[src/rtl/fetch_unit.sv]
// Purpose : instruction fetch sequencer. It requests a word at PC, holds the
//           returned instruction until the datapath commits it, and then
//           computes the next PC from the held instruction.
// Latency : imem_ack in cycle N gives inst_valid in N+1. advance in cycle M
//           gives imem_req for the new PC in M+1.
// Backpressure: the held instruction stays put until advance. An ack timeout
//           or a misaligned target raises a sticky fault, and the unit halts
//           until rst.
// Ports   : clk/rst (sync, active-high); PCsrc/jr_addr/advance from the
//           controller; imem_req/imem_addr/imem_ack/imem_rdata to memory;
//           Inst/inst_valid/PC/PCplus4/fault/retired to the core.
module fetch_unit #(
    parameter logic [31:0] RESET_PC = 32'h0000_0000,
    parameter int          MAX_WAIT = 8
) (
    input  logic        clk,
    input  logic        rst,
    input  logic [1:0]  PCsrc,
    input  logic [31:0] jr_addr,
    input  logic        advance,
    output logic        imem_req,
    output logic [31:0] imem_addr,
    input  logic        imem_ack,
    input  logic [31:0] imem_rdata,
    output logic [31:0] Inst,
    output logic        inst_valid,
    output logic [31:0] PC,
    output logic [31:0] PCplus4,
    output logic [1:0]  fault,
    output logic [31:0] retired
);
    localparam int WW = $clog2(MAX_WAIT + 1);
    localparam logic [WW-1:0] LAST_WAIT = WW'(MAX_WAIT - 1);

    typedef enum logic [1:0] {FETCH = 2'd0, HOLD = 2'd1, HALT = 2'd2} state_t;

    state_t        state, state_nxt;
    logic [WW-1:0] wait_cnt;
    logic [31:0]   next_pc;
    logic [31:0]   branch_off;
    logic          misaligned;

    assign PCplus4    = PC + 32'd4;
    assign imem_addr  = PC;
    // Gated with rst so that no request leaks out while reset is held.
    assign imem_req   = (state == FETCH) && !rst;
    assign inst_valid = (state == HOLD);

    assign branch_off = {{14{Inst[15]}}, Inst[15:0], 2'b00};

    always_comb begin
        next_pc = PCplus4;
        case (PCsrc)
            2'd0:    next_pc = PCplus4 + branch_off;
            2'd1:    next_pc = PCplus4;
            2'd2:    next_pc = {PCplus4[31:28], Inst[25:0], 2'b00};
            default: next_pc = jr_addr;
        endcase
    end

    // Only the jr path can produce a misaligned target.
    assign misaligned = (next_pc[1:0] != 2'b00);

    always_ff @(posedge clk) begin
        if (rst) state <= FETCH;
        else     state <= state_nxt;
    end

    always_comb begin
        state_nxt = state;
        case (state)
            FETCH: begin
                // An ack in the last allowed cycle wins over the timeout.
                if (imem_ack)                   state_nxt = HOLD;
                else if (wait_cnt == LAST_WAIT) state_nxt = HALT;
            end
            HOLD: begin
                if (advance) state_nxt = misaligned ? HALT : FETCH;
            end
            default: state_nxt = HALT;
        endcase
    end

    always_ff @(posedge clk) begin
        if (rst) begin
            PC       <= RESET_PC;
            Inst     <= 32'd0;
            fault    <= 2'd0;
            retired  <= 32'd0;
            wait_cnt <= '0;
        end else begin
            case (state)
                FETCH: begin
                    if (imem_ack)                   Inst     <= imem_rdata;
                    else if (wait_cnt == LAST_WAIT) fault    <= 2'd1;
                    else                            wait_cnt <= wait_cnt + 1'b1;
                end
                HOLD: begin
                    if (advance) begin
                        PC       <= next_pc;
                        retired  <= retired + 32'd1;
                        wait_cnt <= '0;
                        if (misaligned) fault <= 2'd2;
                    end
                end
                default: ;
            endcase
        end
    end
endmodule
[config.mk]
export PLATFORM = sky130hd
export DESIGN_NAME = fetch_unit
export DESIGN_NICKNAME = d
export VERILOG_FILES = /design/src/rtl/fetch_unit.sv
export SDC_FILE = /design/constraint.sdc
export NUM_CORES = 1
export LEC_CHECK = 0
export ABC_AREA = 1
export BUFFER_PORTS_ARGS = -buffer_cell sky130_fd_sc_hd__buf_2
export CAP_MARGIN = 10
export CORE_MARGIN = 8
export CORE_UTILIZATION = 54
export CTS_CLUSTER_DIAMETER = 30
export CTS_CLUSTER_SIZE = 14
export DETAILED_ROUTE_END_ITERATION = 12
export GPL_ROUTABILITY_DRIVEN = 0
export MAX_ROUTING_LAYER = met4
export PLACE_DENSITY = 0.83
export SLEW_MARGIN = 20
export SYNTH_ARGS = -nofsm -noshare
export SYNTH_HDL_FRONTEND = slang
export SYNTH_SLANG_ARGS = --single-unit
[constraint.sdc]
create_clock -name clk -period 3.95 [get_ports clk]
set_input_delay 0.1975 -clock clk [delete_from_list [all_inputs] [get_ports clk]]
set_output_delay 0.1975 -clock clk [all_outputs]
set_load 0.01 [all_outputs]
==> results of run 1 <==
-- cell usage in the layout, fill, tap and decap left out, drive strengths merged, types with 5 or more instances in the layout --
cell type    n
nand3       72
inv        183
clkinv       5
diode        5
dfxtp      104
or2          5
nand4       21
xnor2        6
nand3b       7
nand2      369
o21bai       7
clkbuf       9
buf        240
nor3        23
nor4         6
o21ai      117
nor2       199
ha          39
xor2        27
a21oi       77
-- cells by family (layout without fill, tap and decap cells) --
family | after synthesis | in the layout | synth area share [%]
fa+ha+maj | 40 | 40 | 6.23
compound gates | 224 | 224 | 14.8
buf+inv | 246 | 437 | 13.0
xor+xnor | 33 | 33 | 3.54
simple gates | 709 | 709 | 36.9
flops | 104 | 104 | 25.5
other cells | 0 | 5 | 0
-- final cells by class --
class	instances	share of cell area, %
Clock inverter	7	0.956
Sequential cell	104	21.8
Clock buffer	9	2.36
Tap cell	188	2.46
Timing Repair Buffer	240	12.8
Multi-Input combinational cell	1006	52.4
Antenna cell	5	0.131
Inverter	181	7.11
-- power by group through the flow --
stage / Clock [mW] / Sequential, mW / Combinational (mW)
detailed placement: 0 / 1.18 / 0.544
finish: 0.973 / 1.16 / 0.560
CTS: 0.971 / 1.16 / 0.548
global placement: 0 / 1.18 / 0.538
global route: 1.01 / 1.17 / 0.621
floorplan: 0 / 1.19 / 0.323
-- per-layer routing --
| metal | part of all wire [%] | up-vias |
|---|---|---|
| met5 | 0 | - |
| met3 | 12 | 117 |
| met1 | 39 | 4315 |
| li1 | - | 4696 |
| met4 | 5.0 | 0 |
| met2 | 44 | 622 |
-- state kept, by name (all words and copies together) (netlist names) --
register  flops
fault         2
PC           32
wait_cnt      4
Inst         32
retired      32
state         2
-- through the flow --
stage	worst slack [ps]	std cells	hold WS [ps]	power [mW]
6_report	308	1740	52.9	2.70
5_1_grt	84.4	1740	59.2	2.80
4_1_cts	462	1735	48.8	2.68
3_5_place_dp	501	1719	425	1.73
3_3_place_gp	611	1719	418	1.72
2_1_floorplan	1050	1356	332	1.51
-- worst min path at each step --
stage	from	to	slack, ps	cells past startpoint
floorplan	imem_rdata[10]	Inst[10]	330	2
global placement	imem_rdata[18]	Inst[18]	420	3
detailed placement	imem_rdata[19]	Inst[19]	420	3
CTS	imem_rdata[19]	Inst[19]	50	3
global route	imem_rdata[27]	Inst[27]	60	3
finish	imem_rdata[18]	Inst[18]	50	3
-- worst register-to-register path: cells and delay by family (launching register included) --
| family | cells | cell delay (ps) |
|---|---|---|
| buf+inv | 4 | 370 |
| flops | 1 | 440 |
| fa+ha+maj | 2 | 590 |
| xor+xnor | 1 | 240 |
| simple gates | 14 | 1580 |
| compound gates | 1 | 280 |
==> metrics.txt, run 1 <==
post-CTS sizing=0; Antenna Nets Post-Route=0; internal power=1.75 mW; crit-path max FO=6; pwr/cell area=around 280 nW/um2; design area=between 9000 and 10000 um2; vias in the first global route=~9000; endpoint class of the critical path=flop; grt ovf=0; Setup Buffers After CTS=0; CTS Root Cell=clkbuf_16; unrepaired setup endpoints after global routing=no; most frequent cell after synthesis=nand2_1; worst vdd ir=between 0.2 and 0.3 mV; Worst Hold Class=in -> reg; vias per cell=around 5.6; final WL=roughly 31000 um; CTS buffer count=9; slowest CP cell=dfxtp_1; routed vias=about 9800; power share of the sequential group=between 40% and 50%; CP top delay family=simple AND/OR/NAND/NOR gates; Syn Area/Cell=~6 um2; Mapped Area=8160 um2; number of synthesized flops with an enable pin=0; Seq. cell area=2080 um2; crit-path cells=ha_1 -> nand2_1 -> inv_1 -> nand2_1 -> nor2_1 -> nand2_1 -> nor2_1 -> nand2_1 -> xor2_1 -> inv_1 -> ha_1 -> nand2_1 -> inv_1 -> a21oi_1 -> nand2_1 -> inv_1 -> nand2_1 -> or2_2 -> nand3_1 -> nand3_1 -> nand2_1 -> nand2_1; drt first pass iters=6; GR peak layer=met2; Initial Util=between 50 and 60%; Leak=between 5 and 6 nW; startpoint types=flop; CP peak stage delay=roughly 440 ps; clk_lat worst skew=380 ps; largest net degree at the start of global routing=53; CTS H-tree lvls=3; top cell type's share of synthesized area=between 20% and 30%; Fmax=between 200 and 300 MHz; min Tclk post-route=between 3000 and 4000 ps; Mapped Nets=about 1500; Final Max Slew Viols=0; status=finished, final reports clean; period utilisation layout=92.2%; distinct cell type count after synthesis=47; Worst slew margin=34.9%; CP Data Arrival Time=a little under 4000 ps; sw frac=34.9%; worst r2r src=PC[3]; Setup Skew=around 16 ps; # setup viols final=0; core box area=around 15000 um2; Post-synth ARST share=0%; wire per inst=around 18 um; Critical Path RT=~4200 ps; met1 usage=between 30% and 40%; Sw Pwr=0.942 mW; routing usage on met2=approximately half; combinational share of power=a little over a fifth; YS warnings=0; Clock transition at path regs=around 80 ps; P&R area growth vs syn=17.2%; die height=~140 um; initial antenna violation count=5; R2R depth=22; Global Route Usage Sum=roughly a third; Setup crit end=PC[17]; Die W=~140 um; multi-input logic area=roughly 5000 um2; Worst-Margin Slew=around 980 ps; reg2reg end=PC[17]; number of clock sinks=104; Seq/Total Area, Yosys=25.5%; Iteration-0 DRC Markers=1089; CP Class=reg -> reg; Crit path depth=22; fin util=a little under two thirds; Max Cap Violations=0; DPL Wire Length=about 24000 um; TritonCTS clock tree=yes; Nets=roughly 1700; Worst Path Buf+Inv=4; reg2reg setup slack=310 ps; Seq cells post-synth=between 100 and 150; Post-synth top flop=dfxtp_1; total negative setup slack=0 ps; share of cells above drive strength 1=between 10% and 20%; clock share of power=between 30% and 40%; Rows=45; DRC viols=0; first-pass GRT wire length=a little under 50000 um; # fillers=approximately 1500; IO Pins=about 230; post-synth top area cell=dfxtp_1; met3 Usage GRT=9.26%; top area cells in the synthesized netlist=dfxtp_1 26%, nand2_1 17%, nor2_1 8.8%; Fin. Hold Viols=0; Mapped Cells=around 1400; placed instance area=9230 um2; Max Root-Sink Buffers=2; most used cell, CP=nand2_1; Post-CTS Hold Fix Bufs=0; full die area=just under 20000 um2; top cells by count, synth=365 x nand2_1, 192 x nor2_1, 176 x inv_1, 111 x o21ai_0, 104 x dfxtp_1; port buffer count=about 230; crit path from=PC[3]
Note: power is estimated with default switching activity, not from simulation.
==> inputs of run 2 (changes only) <==
- CORE_UTILIZATION: 54 -> 50
- PLACE_DENSITY: 0.83 -> 0.77
==> run 2 against run 1 <==
- utilization shrank 3.7 points
- combinational power is essentially flat
- cell count grew 1.6%
- critical path depth is the same
- sequential share of layout area shrank 0.054 points
- clock power shrank 4.9%
- hold slack gained 6.7 ps
- global-route usage shrank 2.0 points
- critical endpoint is now PC[22]
- routed wire length shrank 1.2%
- count of clock-buffer cells in the layout is the same
- total power shrank 2.0%
- flip-flop and latch count is the same
==> metrics.txt, run 2 (synthesis results as in run 1) <==
placed instance area=9270 um2 (was 9230 um2); grt ovf=0 (unchanged); IO Pins=234 (unchanged); internal power=1.74 mW (was 1.75 mW); sw frac=34.1% (was 34.9%); routing usage on met2=47.2% (was 49.9%); period utilisation layout=87.9% (was 92.2%); # fillers=1608 (was 1453); Antenna Nets Post-Route=0 (unchanged); design area=9580 um2 (was 9560 um2); slowest CP cell=dfxtp_1 (unchanged); Sw Pwr=0.902 mW (was 0.942 mW); post-CTS sizing=0 (unchanged); share of cells above drive strength 1=18.7% (about the same); Setup Skew=18.2 ps (was 16.2 ps); vias per cell=5.43 (was 5.60); initial antenna violation count=3 (was 5); min Tclk post-route=3470 ps (was 3640 ps); die height=144 um (was 139 um); unrepaired setup endpoints after global routing=no (unchanged); Leak=5.08 nW (about the same); endpoint class of the critical path=flop (unchanged); Clock transition at path regs=80 ps (about the same); CTS H-tree lvls=3 (unchanged); Final Worst Setup Slack=476 ps (was 308 ps); Setup Buffers After CTS=0 (unchanged); Setup crit end=PC[22] (was PC[17]); most common cell after layout, fill and taps aside=nand2_1 (unchanged); CP Class=reg -> reg (unchanged); crit-path max FO=6 (unchanged); worst r2r src=PC[3] (unchanged); CP Data Arrival Time=3730 ps (was 3900 ps); combinational share of power=21.1% (was 20.8%); routed vias=9602 (was 9750); R2R depth=22 (unchanged); Max Root-Sink Buffers=2 (unchanged); final total power=2.64 mW (was 2.70 mW); clk_lat worst skew=370 ps (was 380 ps); reg2reg end=PC[22] (was PC[17]); DP Worst Slack=620 ps (was 501 ps); Fin. Hold Viols=0 (unchanged); pwr/cell area=276 nW/um2 (was 282 nW/um2); P&R area growth vs syn=17.5% (was 17.2%); crit-path cells=ha_1 -> nand2_1 -> inv_1 -> nand2_1 -> nor2_1 -> nand2_1 -> nor2_1 -> nand2_1 -> xor2_1 -> inv_1 -> ha_1 -> nand2_1 -> o21ai_0 -> nand2_1 -> nand2_1 -> inv_1 -> nand2_1 -> nand2_1 -> nand3_1 -> nand3_1 -> nand2_1 -> nand2_1 (was ha_1 -> nand2_1 -> inv_1 -> nand2_1 -> nor2_1 -> nand2_1 -> nor2_1 -> nand2_1 -> xor2_1 -> inv_1 -> ha_1 -> nand2_1 -> inv_1 -> a21oi_1 -> nand2_1 -> inv_1 -> nand2_1 -> or2_2 -> nand3_1 -> nand3_1 -> nand2_1 -> nand2_1); TritonCTS clock tree=yes (unchanged); wire per inst=17.4 um (was 17.8 um); Fmax=288 MHz (was 275 MHz); fin util=60.1% (was 63.8%); worst vdd ir=0.203 mV (was 0.262 mV); CP peak stage delay=440 ps (about the same); Max Cap Violations=0 (unchanged); met3 Usage GRT=8.89% (was 9.26%); Iteration-0 DRC Markers=848 (was 1089); most frequent cells in the layout=365 x nand2_1, 233 x buf_2, 192 x nor2_1 (unchanged); core box area=15900 um2 (was 15000 um2); largest net degree at the start of global routing=53 (unchanged); Nets=1653 (was 1652); Worst Path Buf+Inv=3 (was 4); Global Route Usage Sum=30.5% (was 32.5%); status=finished, final reports clean (unchanged); Layout Cells excl Fill=1768 (was 1740); CTS buffer count=9 (unchanged); port buffer count=233 (unchanged); Die W=144 um (was 139 um); CP top delay family=simple AND/OR/NAND/NOR gates (unchanged); drt first pass iters=5 (was 6); CTS Root Cell=clkbuf_16 (unchanged); DPL Wire Length=24700 um (was 24300 um); final WL=30700 um (was 31000 um); GR peak layer=met2 (unchanged); first-pass GRT wire length=47700 um (was 48900 um); hold slack=59.5 ps (was 52.9 ps); met1 usage=35.0% (was 38.1%); Worst-Margin Slew=983 ps (was 976 ps); Seq. cell area=2080 um2 (unchanged); total negative setup slack=0 ps (unchanged); DRC viols=0 (unchanged); Final Max Slew Viols=0 (unchanged); Crit path depth=22 (unchanged); startpoint types=flop (unchanged); vias in the first global route=9061 (was 9269); Post-CTS Hold Fix Bufs=0 (unchanged); number of clock sinks=104 (unchanged); crit path from=PC[3] (unchanged); Worst Hold Class=in -> reg (unchanged); Rows=46 (was 45); Critical Path RT=4210 ps (about the same); Initial Util=51.2% (was 54.5%); full die area=20700 um2 (was 19300 um2); Worst slew margin=34.4% (was 34.9%); # setup viols final=0 (unchanged); placed cell count=1748 (was 1719); top flop regs=Inst (32), PC (32), retired (32) (unchanged); multi-input logic area=5010 um2 (unchanged); clock share of power=35.0% (was 36.1%); power share of the sequential group=43.9% (was 43.2%); reg2reg setup slack=480 ps (was 310 ps); most used cell, CP=nand2_1 (unchanged)
## run 2: cell types whose count changed in the layout (fill, tap and decap cells not counted), sizes merged
cell    previous run  this run
buf              240       241
clkinv             5         6
diode              5         4
inv              183       182
## run 2: layout make-up
type / count / area share, %
Multi-Input combinational cell: 1006 / 52.3
Clock buffer: 9 / 2.35
Tap cell: 216 / 2.82
Timing Repair Buffer: 241 / 12.8
Clock inverter: 7 / 0.784
Inverter: 181 / 7.09
Antenna cell: 4 / 0.104
Sequential cell: 104 / 21.7
## run 2: power groups by stage
stage                     combinational (mW)  sequential [mW]  clock (mW)
after floorplan                        0.323             1.19           0
after global placement                 0.545             1.18           0
after detailed placement               0.550             1.18           0
after CTS                              0.553             1.16       0.938
after global routing                   0.619             1.17       0.973
final                                  0.559             1.16       0.925
## run 2: tightest hold or removal path: stages
cell and delay [ps]:
buf_2 80, nor2_1 30, nor2_1 80
## run 2: worst min-delay path by stage
stage	from	to	slack (ps)	cells past startpoint
after CTS	imem_rdata[27]	Inst[27]	50	3
after detailed placement	imem_rdata[21]	Inst[21]	430	3
after global placement	imem_rdata[27]	Inst[27]	420	3
after floorplan	imem_rdata[10]	Inst[10]	330	2
after global routing	imem_rdata[28]	Inst[28]	60	3
final	imem_rdata[27]	Inst[27]	60	3
## run 2: routing by layer
| layer | vias up | share of wire (%) |
|---|---|---|
| li1 | 4690 | - |
| met1 | 4283 | 39 |
| met2 | 548 | 44 |
| met3 | 81 | 12 |
| met4 | 0 | 4.7 |
| met5 | - | 0 |
==> inputs of run 3 (changes only) <==
- ABC_AREA: 1 -> 0
- CORE_UTILIZATION: 50 -> 51
- PLACE_DENSITY: 0.77 -> 0.78
==> run 3 against run 2 <==
- combinational power fell by 3%
- hold slack improved by 10 ps
- non-clock buffer count rose by 33
- register-to-register slack got worse by 330 ps
- largest cell class unchanged
- sequential power barely moved
- critical path type unchanged
==> metrics.txt, run 3 <==
R2R depth=16 (was 22); crit-path cells=ha_1 -> and4_1 -> and4_1 -> and2_2 -> nand2_1 -> xnor2_1 -> ha_1 -> nand2_1 -> o21ai_2 -> o21ai_1 -> a2111oi_2 -> buf_4 -> nor3_1 -> xnor2_1 -> mux4_2 -> a22o_1 (was ha_1 -> nand2_1 -> inv_1 -> nand2_1 -> nor2_1 -> nand2_1 -> nor2_1 -> nand2_1 -> xor2_1 -> inv_1 -> ha_1 -> nand2_1 -> o21ai_0 -> nand2_1 -> nand2_1 -> inv_1 -> nand2_1 -> nand2_1 -> nand3_1 -> nand3_1 -> nand2_1 -> nand2_1); post-synth top area cell=dfxtp_1 (unchanged); grt ovf=0 (unchanged); Mapped Nets=1036 (was 1466); Worst slew margin=33.6% (was 34.4%); Mapped Area=7320 um2 (was 8160 um2); most frequent cell after synthesis=nand2_1 (unchanged); largest net degree at the start of global routing=76 (was 53); IO Pins=234 (unchanged); CP Data Arrival Time=4060 ps (was 3730 ps); Initial Util=51.4% (was 51.2%); Nets=1244 (was 1653); hold wc startpoint=imem_rdata[8] (was imem_rdata[27]); Fmax=263 MHz (was 288 MHz); P&R area growth vs syn=22.2% (was 17.5%); wire per inst=19.2 um (was 17.4 um); Global Route Usage Sum=27.5% (was 30.5%); Final Max Slew Viols=0 (unchanged); # setup viols final=0 (unchanged); pwr/cell area=295 nW/um2 (was 276 nW/um2); top cell type's share of synthesized area=28.4% (was 25.5%); drt first pass iters=5 (unchanged); worst hold stages=3 (unchanged); full die area=18500 um2 (was 20700 um2); placed cell count=1306 (was 1748); vias in the first global route=7388 (was 9061); Post-CTS Hold Fix Bufs=0 (unchanged); YS warnings=0 (unchanged); crit-path max FO=7 (was 6); crit path from=PC[2] (was PC[3]); sw frac=30.8% (was 34.1%); CTS H-tree lvls=3 (unchanged); CP Class=reg -> reg (unchanged); endpoint class of the critical path=flop (unchanged); core box area=14300 um2 (was 15900 um2); Rows=44 (was 46); vias per cell=5.87 (was 5.43); power share of the sequential group=43.0% (was 43.9%); distinct cell type count after synthesis=68 (was 47); placed instance area=8600 um2 (was 9270 um2); Seq/Total Area, Yosys=28.4% (was 25.5%); top area cells in the synthesized netlist=dfxtp_1 28%, nand2_1 7.8%, ha_1 6.7% (was dfxtp_1 26%, nand2_1 17%, nor2_1 8.8%); routed vias=7763 (was 9602); TritonCTS clock tree=yes (unchanged); number of synthesized flops with an enable pin=0 (unchanged); top flop regs=Inst (32), PC (32), retired (32) (unchanged); worst r2r src=PC[2] (was PC[3]); Post-synth ARST share=0% (unchanged); number of clock sinks=104 (unchanged); Fin. Hold Viols=0 (unchanged); clock share of power=36.4% (was 35.0%); Layout Cells excl Fill=1323 (was 1768); Die W=136 um (was 144 um); clk_lat worst skew=360 ps (was 370 ps); DRC viols=0 (unchanged); final total power=2.65 mW (was 2.64 mW); initial antenna violation count=0 (was 3); Post-synth top flop=dfxtp_1 (unchanged); Sw Pwr=0.816 mW (was 0.902 mW); top cells by count, synth=152 x nand2_1, 104 x dfxtp_1, 92 x a21oi_1, 76 x nor2_1, 39 x ha_1 (was 365 x nand2_1, 192 x nor2_1, 176 x inv_1, 111 x o21ai_0, 104 x dfxtp_1); CTS Root Cell=clkbuf_16 (unchanged); hold slack=69.6 ps (was 59.5 ps); min Tclk post-route=3800 ps (was 3470 ps); Worst-Margin Slew=993 ps (was 983 ps); DPL Wire Length=19300 um (was 24700 um); Clock transition at path regs=80 ps (about the same); Setup Skew=11.1 ps (was 18.2 ps); final WL=25400 um (was 30700 um); startpoint types=flop (unchanged); internal power=1.83 mW (was 1.74 mW); die height=136 um (was 144 um); Max Root-Sink Buffers=2 (unchanged); design area=8950 um2 (was 9580 um2); Antenna Nets Post-Route=0 (unchanged); share of cells above drive strength 1=29.1% (was 18.7%); Mapped Cells=926 (was 1356); worst vdd ir=0.293 mV (was 0.203 mV); most common cell after layout, fill and taps aside=buf_2 (was nand2_1); Syn Area/Cell=7.91 um2 (was 6.02 um2); Iteration-0 DRC Markers=667 (was 848); reg2reg setup slack=150 ps (was 480 ps); most frequent cells in the layout=233 x buf_2, 152 x nand2_1, 104 x dfxtp_1 (was 365 x nand2_1, 233 x buf_2, 192 x nor2_1); Max Cap Violations=0 (unchanged); hold endpoint=Inst[8] (was Inst[27]); period utilisation layout=96.3% (was 87.9%); CP peak stage delay=450 ps (was 440 ps); slowest CP cell=mux4_2 (was dfxtp_1); # diodes=0 (was 4); Leak=4.23 nW (was 5.08 nW); Seq cells post-synth=104 (unchanged); status=finished, final reports clean (unchanged); port buffer count=233 (unchanged); reg2reg end=PC[27] (was PC[22]); Worst Hold Class=in -> reg (unchanged); first-pass GRT wire length=39100 um (was 47700 um); Critical Path RT=4210 ps (about the same); combinational share of power=20.6% (was 21.1%); CTS buffer count=9 (unchanged)
-- run 3: cell types whose count changed in the layout (fill, tap and decap cells not counted), moves of 11 or more --
cell | previous run | this run
nand3_1 | 69 | 35
nor2_1 | 192 | 75
xor2_1 | 27 | 38
nand2_1 | 365 | 152
o21ai_0 | 111 | 24
inv_1 | 176 | 21
mux2i_1 | 0 | 11
and3_1 | 1 | 12
mux4_2 | 0 | 17
a21oi_1 | 77 | 91
buf_4 | 8 | 41
xnor2_1 | 6 | 37
-- run 3: metal layers --
layer	wire (um)	up-vias	GRT usage [%]
met2	11500	413	42.1
li1	-	3680	-
met3	2490	82	7.50
met1	10400	3588	33.4
met4	998	0	11.8
met5	0	-	-
-- run 3: worst max-delay path: cells and delay by family, from the launching register on --
| family | cells | cell delay (ps) |
|---|---|---|
| XOR/XNOR | 2 | 290 |
| AND/OR/NAND/NOR | 6 | 990 |
| AO/OA/AOI/OAI | 4 | 880 |
| adder cells (fa/ha/maj) | 2 | 580 |
| multiplexers | 1 | 450 |
| buffers and inverters | 1 | 180 |
| flip-flops | 1 | 340 |
-- run 3: kinds of logic (layout without fill, tap and decap cells) --
logic type	Yosys count	in the layout	share of synthesized area, %
simple gates	368	368	23.2
compound gates	209	209	18.4
flops	104	104	28.4
buf+inv	99	312	6.87
xor+xnor	77	77	9.31
fa+ha+maj	40	40	6.94
mux	29	29	6.88
-- run 3: worst max-delay path by stage --
stage / to / cells after the start / slack [ps]
finish: PC[27] / 16 / 150
global route: PC[27] / 16 / -30
CTS: PC[28] / 13 / 100
detailed placement: PC[27] / 15 / -10
global placement: PC[27] / 15 / 100
floorplan: PC[28] / 14 / 80
-- run 3: per-stage QoR --
| step | TNS (ps) | util [%] | worst slack, ps |
|---|---|---|---|
| floorplan | 0 | - | 76.8 |
| global placement | 0 | 60.3 | 96.6 |
| detailed placement | -25.4 | 60.3 | -13.3 |
| CTS | 0 | 62.5 | 96.2 |
| global route | -27.2 | 62.8 | -27.2 |
| finish | 0 | 62.8 | 148 |
-- run 3: layout make-up --
class | count | area [um2]
Fill cell | 1294 | 5310
Multi-Input combinational cell | 723 | 4770
Sequential cell | 104 | 2080
Timing Repair Buffer | 274 | 1470
Clock buffer | 10 | 239
Tap cell | 184 | 230
Inverter | 22 | 82.6
Clock inverter | 6 | 71.3
-- run 3: power groups by stage --
stage	sequential (mW)	combinational, mW	clock, mW
3_5_place_dp	1.16	0.536	0
4_1_cts	1.14	0.538	0.984
5_1_grt	1.14	0.590	1.03
6_report	1.14	0.544	0.963
3_3_place_gp	1.16	0.529	0
2_1_floorplan	1.17	0.325	0
-- run 3: repair_timing --
item	in CTS	in global routing
endpoints found under the hold margin	0	0
endpoints found under the setup margin	2	5
buffers inserted	0	1
pin swaps	0	1
gates resized for setup	1	9
